[config.mk]
export PLATFORM = sky130hd
export DESIGN_NAME = onewire_slave
export DESIGN_NICKNAME = d
export VERILOG_FILES = /design/src/rtl/onewire_pkg.sv /design/src/rtl/onewire_sync.sv /design/src/rtl/onewire_slave.sv
export SDC_FILE = /design/constraint.sdc
export NUM_CORES = 1
export LEC_CHECK = 0
export ABC_AREA = 1
export ABC_CLOCK_PERIOD_IN_PS = 2100
export BUFFER_PORTS_ARGS = -buffer_cell sky130_fd_sc_hd__buf_2
export CORE_MARGIN = 3
export CORE_UTILIZATION = 40
export CTS_CLUSTER_SIZE = 24
export DETAILED_ROUTE_END_ITERATION = 10
export PLACE_DENSITY_LB_ADDON = 0.2
export REMOVE_ABC_BUFFERS = 1
export SLEW_MARGIN = 20
export SYNTH_ARGS = -nofsm -noshare
export SYNTH_HDL_FRONTEND = slang
export SYNTH_SLANG_ARGS = --single-unit
[constraint.sdc]
create_clock -name clk -period 2.1 [get_ports clk]
set_clock_uncertainty 0.1 [all_clocks]
set_input_delay 0.21 -clock clk [delete_from_list [all_inputs] [get_ports clk]]
set_output_delay 0.21 -clock clk [all_outputs]
set_load 0.05 [all_outputs]
[src/rtl/onewire_pkg.sv]
// Shared types and timing defaults for the 1-wire responder.
// No logic of its own; timing is expressed in microseconds and scaled to clocks here.
// Not applicable: no datapath.
package onewire_pkg;

    typedef enum logic [2:0] {
        IDLE       = 3'd0,
        SLOT       = 3'd1,
        RST_LOW    = 3'd2,
        PRES_WAIT  = 3'd3,
        PRES_DRIVE = 3'd4,
        PRES_REL   = 3'd5
    } ow_state_t;

    localparam int DEF_CLK_PER_US = 65;
    localparam int DEF_T_SAMPLE   = 30;
    localparam int DEF_T_RST_MIN  = 400;
    localparam int DEF_T_PDH      = 30;
    localparam int DEF_T_PDL      = 120;

    function automatic int us2clk(input int us, input int clk_per_us);
        return us * clk_per_us;
    endfunction

endpackage

[src/rtl/onewire_sync.sv]
// Two-flop synchroniser for the raw 1-wire line with rise/fall strobes.
// Latency: line valid 2 clk after the pad changes; edge strobes in that same cycle.
// No backpressure: free-running, one strobe per transition.
module onewire_sync (
    input  logic clk,
    input  logic rst_n,
    input  logic line_async,
    output logic line,
    output logic rise,
    output logic fall
);

    logic ff1, ff2, ff2_d;

    // Idle bus is high, so reset to 1 to avoid a phantom falling edge.
    always_ff @(posedge clk) begin
        if (!rst_n) begin
            ff1   <= 1'b1;
            ff2   <= 1'b1;
            ff2_d <= 1'b1;
        end else begin
            ff1   <= line_async;
            ff2   <= ff1;
            ff2_d <= ff2;
        end
    end

    assign line = ff2;
    assign rise = ff2 & ~ff2_d;
    assign fall = ~ff2 & ff2_d;

endmodule

[src/rtl/onewire_slave.sv]
// 1-wire responder: reset/presence, write-slot deserialiser, read-slot driver.
// Latency: 2 clk line sync; rx_valid/rst_det registered 1 clk after the sync'd rise.
// Backpressure: tx_ready only while idle between bytes with no byte pending.
module onewire_slave
    import onewire_pkg::*;
#(
    parameter int CLK_PER_US = DEF_CLK_PER_US,
    parameter int T_SAMPLE   = DEF_T_SAMPLE,
    parameter int T_RST_MIN  = DEF_T_RST_MIN,
    parameter int T_PDH      = DEF_T_PDH,
    parameter int T_PDL      = DEF_T_PDL
) (
    input  logic       clk,
    input  logic       rst_n,
    input  logic       owr_i,
    output logic       owr_e,
    output logic [7:0] rx_data,
    output logic       rx_valid,
    input  logic [7:0] tx_data,
    input  logic       tx_valid,
    output logic       tx_ready,
    output logic       rst_det
);

    localparam int SAMPLE_C = us2clk(T_SAMPLE, CLK_PER_US);
    localparam int RST_C    = us2clk(T_RST_MIN, CLK_PER_US);
    localparam int PDH_C    = us2clk(T_PDH, CLK_PER_US);
    localparam int PDL_C    = us2clk(T_PDL, CLK_PER_US);
    localparam int TW       = $clog2(RST_C + 1);

    localparam logic [TW-1:0] SAMPLE_T   = TW'(SAMPLE_C);
    localparam logic [TW-1:0] SAMPLE_END = TW'(SAMPLE_C - 1);
    localparam logic [TW-1:0] RST_T      = TW'(RST_C);
    // PRES_WAIT is entered one cycle after the sync'd rise, so count one less.
    localparam logic [TW-1:0] PDH_END    = TW'(PDH_C - 2);
    localparam logic [TW-1:0] PDL_END    = TW'(PDL_C - 1);

    ow_state_t     state, state_nxt;
    logic [TW-1:0] timer;
    logic [2:0]    bit_cnt;
    logic [7:0]    tx_sh, rx_sh;
    logic          tx_full, bit_val;
    logic          line, rise, fall;
    logic          slot_done, last_bit, bit_now, tx_acc;
    logic          owr_e_nxt, rst_det_nxt;

    onewire_sync u_sync (
        .clk        (clk),
        .rst_n      (rst_n),
        .line_async (owr_i),
        .line       (line),
        .rise       (rise),
        .fall       (fall)
    );

    assign tx_ready  = ~tx_full & (bit_cnt == 3'd0) & (state == IDLE);
    assign tx_acc    = tx_valid & tx_ready;
    assign slot_done = (state == SLOT) & rise & (timer < RST_T);
    assign last_bit  = (bit_cnt == 3'd7);
    // A release at or before the sample point is a '1'; later releases use the sample.
    assign bit_now   = (timer <= SAMPLE_T) ? 1'b1 : bit_val;

    always_ff @(posedge clk) begin
        if (!rst_n) state <= IDLE;
        else        state <= state_nxt;
    end

    always_comb begin
        state_nxt = state;
        unique case (state)
            IDLE:       if (fall) state_nxt = SLOT;
            SLOT:       if (slot_done) state_nxt = IDLE;
                        else if (timer == RST_T) state_nxt = RST_LOW;
            RST_LOW:    if (line) state_nxt = PRES_WAIT;
            PRES_WAIT:  if (timer == PDH_END) state_nxt = PRES_DRIVE;
            PRES_DRIVE: if (timer == PDL_END) state_nxt = PRES_REL;
            PRES_REL:   if (line) state_nxt = IDLE;
                        else if (timer == RST_T) state_nxt = RST_LOW;
            default:    state_nxt = IDLE;
        endcase
    end

    always_comb begin
        owr_e_nxt   = 1'b0;
        rst_det_nxt = 1'b0;
        case (state)
            IDLE:       owr_e_nxt = fall & tx_full & ~tx_sh[0];
            SLOT:       owr_e_nxt = owr_e & ~slot_done & (timer < SAMPLE_END);
            RST_LOW:    rst_det_nxt = line;
            PRES_WAIT:  owr_e_nxt = (timer == PDH_END);
            PRES_DRIVE: owr_e_nxt = (timer != PDL_END);
            default:    ;
        endcase
    end

    always_ff @(posedge clk) begin
        if (!rst_n) begin
            timer    <= '0;
            bit_cnt  <= 3'd0;
            tx_sh    <= 8'd0;
            rx_sh    <= 8'd0;
            tx_full  <= 1'b0;
            bit_val  <= 1'b0;
            owr_e    <= 1'b0;
            rx_data  <= 8'd0;
            rx_valid <= 1'b0;
            rst_det  <= 1'b0;
        end else begin
            owr_e    <= owr_e_nxt;
            rst_det  <= rst_det_nxt;
            rx_valid <= 1'b0;

            if (state_nxt != state) timer <= '0;
            else if (timer != RST_T) timer <= timer + TW'(1);

            if (state == SLOT && timer == SAMPLE_T) bit_val <= line;

            if (tx_acc) begin
                tx_sh   <= tx_data;
                tx_full <= 1'b1;
            end

            if (slot_done) begin
                bit_cnt <= bit_cnt + 3'd1;
                if (tx_full) begin
                    tx_sh <= {1'b0, tx_sh[7:1]};
                    if (last_bit) tx_full <= 1'b0;
                end else begin
                    rx_sh <= {bit_now, rx_sh[7:1]};
                    if (last_bit) begin
                        rx_data  <= {bit_now, rx_sh[7:1]};
                        rx_valid <= 1'b1;
                    end
                end
            end

            // A bus reset drops any partial byte in either direction.
            if (rst_det_nxt) begin
                bit_cnt <= 3'd0;
                rx_sh   <= 8'd0;
                tx_full <= 1'b0;
            end
        end
    end

endmodule
==> impl_metrics.csv <==
group,metric,value,unit
global_routing,grt_overflow_total,0,
pwr,p_per_area,641,mW/mm²
clock_tree,cts_tree,"built",
finish,finalInstanceArea,0.00297,mm²
sta,worst_slew_pin_slew,0.373,ns
pwr,leakagePower,0.00122,µW
global_routing,track_usage,0.149,
yosys,postSynthAreaPerCell,7.62,µm²
global_routing,antenna_found_initial,0,
drt,antenna_left,0,
clock_tree,insertion_delay,0.31,ns
critical_path,slowest_stage,"dfxtp_1",
yosys,synth_area_leader_cell,"dfxtp_1",
critical_path,crit_arrival,2.11,ns
floorplan,rows,28,
placed_design,place_area,0.00282,mm²
floorplan,boundaryPins,24,
yosys,yosysMostFrequentCell,"nand2_1",
yosys,yosysSeqAreaShare,0.401,
sta,finalSetupTns,0,ns
yosys,synthFlopType,"dfxtp_1",
sta,relSlewSlack,0.750,
finish,drive_above_1_share,0.207,
critical_path,crit_type,"flip-flop to flip-flop",
hold_path,holdPathStages,2,
pwr,peakVddDrop,0.575,mV
drt,drt_wl_total,5.35,mm
placed_design,numPortBuffers,23,
yosys,ys_warn_count,0,
floorplan,start_util,0.426,
clock_tree,clk_pin_slew_worst_paths,0.10,ns
sta,period_needed,1.96,ns
finish,nNetsFinal,388,
floorplan,core-area,0.00610,mm²
floorplan,die_h,86.6,µm
drt,drt_first_pass_iters,4,
sta,fmax,0.509,GHz
placed_design,dp.final_hpwl,4.04,mm
finish,diodes,0,
critical_path,crit_chain,"inv_1, ha_1, nand2_1, clkinv_1, nand2_1, nor2_4, nand2_4, nand2_2, nand3_1, nand2_1, a21oi_4, nand2_8, buf_12, nor2_4",
critical_path,crit_fanout,9,
yosys,synthArstFlopShare,0,
yosys,yosys-top-cells-count,"nand2_1 (66), dfxtp_1 (52), inv_1 (35)",
clock_tree,cts_setup_buffers,0,
pwr,p_total,1900,µW
clock_tree,cts_buffers,5,
critical_path,critPathRequiredTime,2.25,ns
clock_tree,htree_levels,2,
sta,setup_viol,0,
placed_design,gp_congestion,0.846,
global_routing,grt_pass1_vias,1980,
drt,wl_per_cell,12.0,µm
clock_tree,root_buffer,"clkbuf_8",
floorplan,dieArea,0.00750,mm²
critical_path,cp-start-kind,"flip-flop",
yosys,synth_top_cell_area_share,0.401,
clock_tree,clock-sinks,52,
sta,finalMaxSlewViolations,0,
critical_path,rr_worst_depth,14,
floorplan,die_w,86.6,µm
yosys,ys_types,32,
finish,n_fill_cell,635,
global_routing,grt_pass1_wl,9.12,mm
critical_path,critical_path.endpoint_type,"flip-flop",
finish,fin_util,0.487,
placed_design,place_ws,0.0490,ns
sta,hold_viol_final,0,
yosys,synthCells,341,
drt,dr_total_vias,2189,
drt,drt_iter0_markers,95,
sta,period_share,0.935,
clock_tree,clock_path_buffers,2,
yosys,synth_area_leaders,"dfxtp_1 (40%), nand2_1 (9.5%), nor2_4 (6.1%), inv_1 (5.1%), nor2_1 (4.8%)",
global_routing,grt_max_degree,18,
run,maxCapViolCount,0,
yosys,ys_ff_latch,52,
drt,drc,0,
outcome,outcome,"completed",
critical_path,cpPeakStageDelay,0.38,ns
sta,setup_ws,0.136,ns
drt,viasPerCell,4.90,
yosys,synth-edff-count,0,
hold_path,worst_hold_path_type,"primary input to flip-flop",
yosys,synth_area,0.00260,mm²
critical_path,cpMostUsedCell,"nand2_1",
finish,area_delta_synth_final,14.3,%
final cells by class:
class | count | area, µm² | area share
clock buffers | 5 | 68.8 | 0.0232
clock inverters | 3 | 46.3 | 0.0156
multi-input cells | 238 | 1370 | 0.462
inverters | 44 | 165 | 0.0556
flip-flops and latches | 52 | 1040 | 0.351
well taps | 75 | 93.8 | 0.0316
repair buffers | 30 | 183 | 0.0615
final timing paths:
check,slack [ns],to,from
setup reg to reg,0.14,timer[10],timer[1]
hold reg to reg,0.32,u_sync.line,u_sync.ff1
hold / removal,0.07,u_sync.ff2_d,rst_n
setup / recovery,0.14,timer[10],timer[1]
state kept, by name, indices dropped and copies added, names as in the netlist:
signal        cells
timer            15
rx_data           8
tx_sh             8
rx_sh             7
bit_cnt           3
state             3
bit_val           1
owr_e             1
rst_det           1
rx_valid          1
tx_full           1
u_sync.ff1        1
u_sync.ff2_d      1
u_sync.line       1
cell families after synthesis:
logic type | after synthesis | synth area share
AND/OR/NAND/NOR | 167 | 0.336
AO/OA/AOI/OAI | 52 | 0.112
flip-flops | 52 | 0.401
buffers and inverters | 51 | 0.0809
XOR/XNOR | 14 | 0.0472
adder cells (fa/ha/maj) | 5 | 0.0241
stage by stage:
| step | hold WS, ns | instances |
|---|---|---|
| floorplan | 0.179 | 334 |
| global placement | 0.300 | 438 |
| detailed placement | 0.300 | 438 |
| CTS | 0.0582 | 447 |
| global route | 0.0595 | 447 |
| finish | 0.0682 | 447 |
power breakdown:
group,switching [µW],leakage [µW],internal (µW)
clock network,339,0.0000548,359
registers,20.1,0.000422,1010
logic,110,0.000740,66.5
worst max-delay path, delay by kind of cell, from the launching register on:
kind            cells  cell delay (ns)
compound gates      1             0.20
fa+ha+maj           1             0.19
buf+inv             3             0.30
flops               1             0.38
simple gates        9             0.71
placed cells by master (no fill, tap or decap):
master          n
a211oi_1        4
a21oi_1        21
a21oi_4         1
a31oi_1         7
buf_12          1
buf_2          23
buf_4           5
bufinv_16       1
clkbuf_8        5
clkinv_1        4
clkinvlp_4      1
dfxtp_1        51
dfxtp_2         1
dlygate4sd3_1   1
ha_1            5
inv_1          34
inv_2           6
inv_6           1
nand2_1        66
nand2_2         6
nand2_4         2
nand2_8         1
nand3_1        22
nand4_1         7
nor2_1         32
nor2_2          4
nor2_4         15
nor2b_1         1
nor3_1          6
nor3_4          1
nor4_1          1
nor4_4          1
o211ai_1        2
o21ai_0        16
o21bai_1        1
or2_2           2
xnor2_1         4
xor2_1         10
repair_timing:
action | 4_1_cts | 5_1_grt
hold endpoints to repair | 1 | 0
hold buffers | 1 | 0
gates resized for setup | 0 | 6
setup endpoints to repair | 0 | 8
routing by layer:
layer / GRT usage / routed length [µm]
met1: 0.229 / 2900
met2: 0.211 / 2220
met3: 0.0285 / 170
met4: 0.0425 / 55
met5: 0 / 0
No activity file was read; power rests on OpenSTA's default activity.
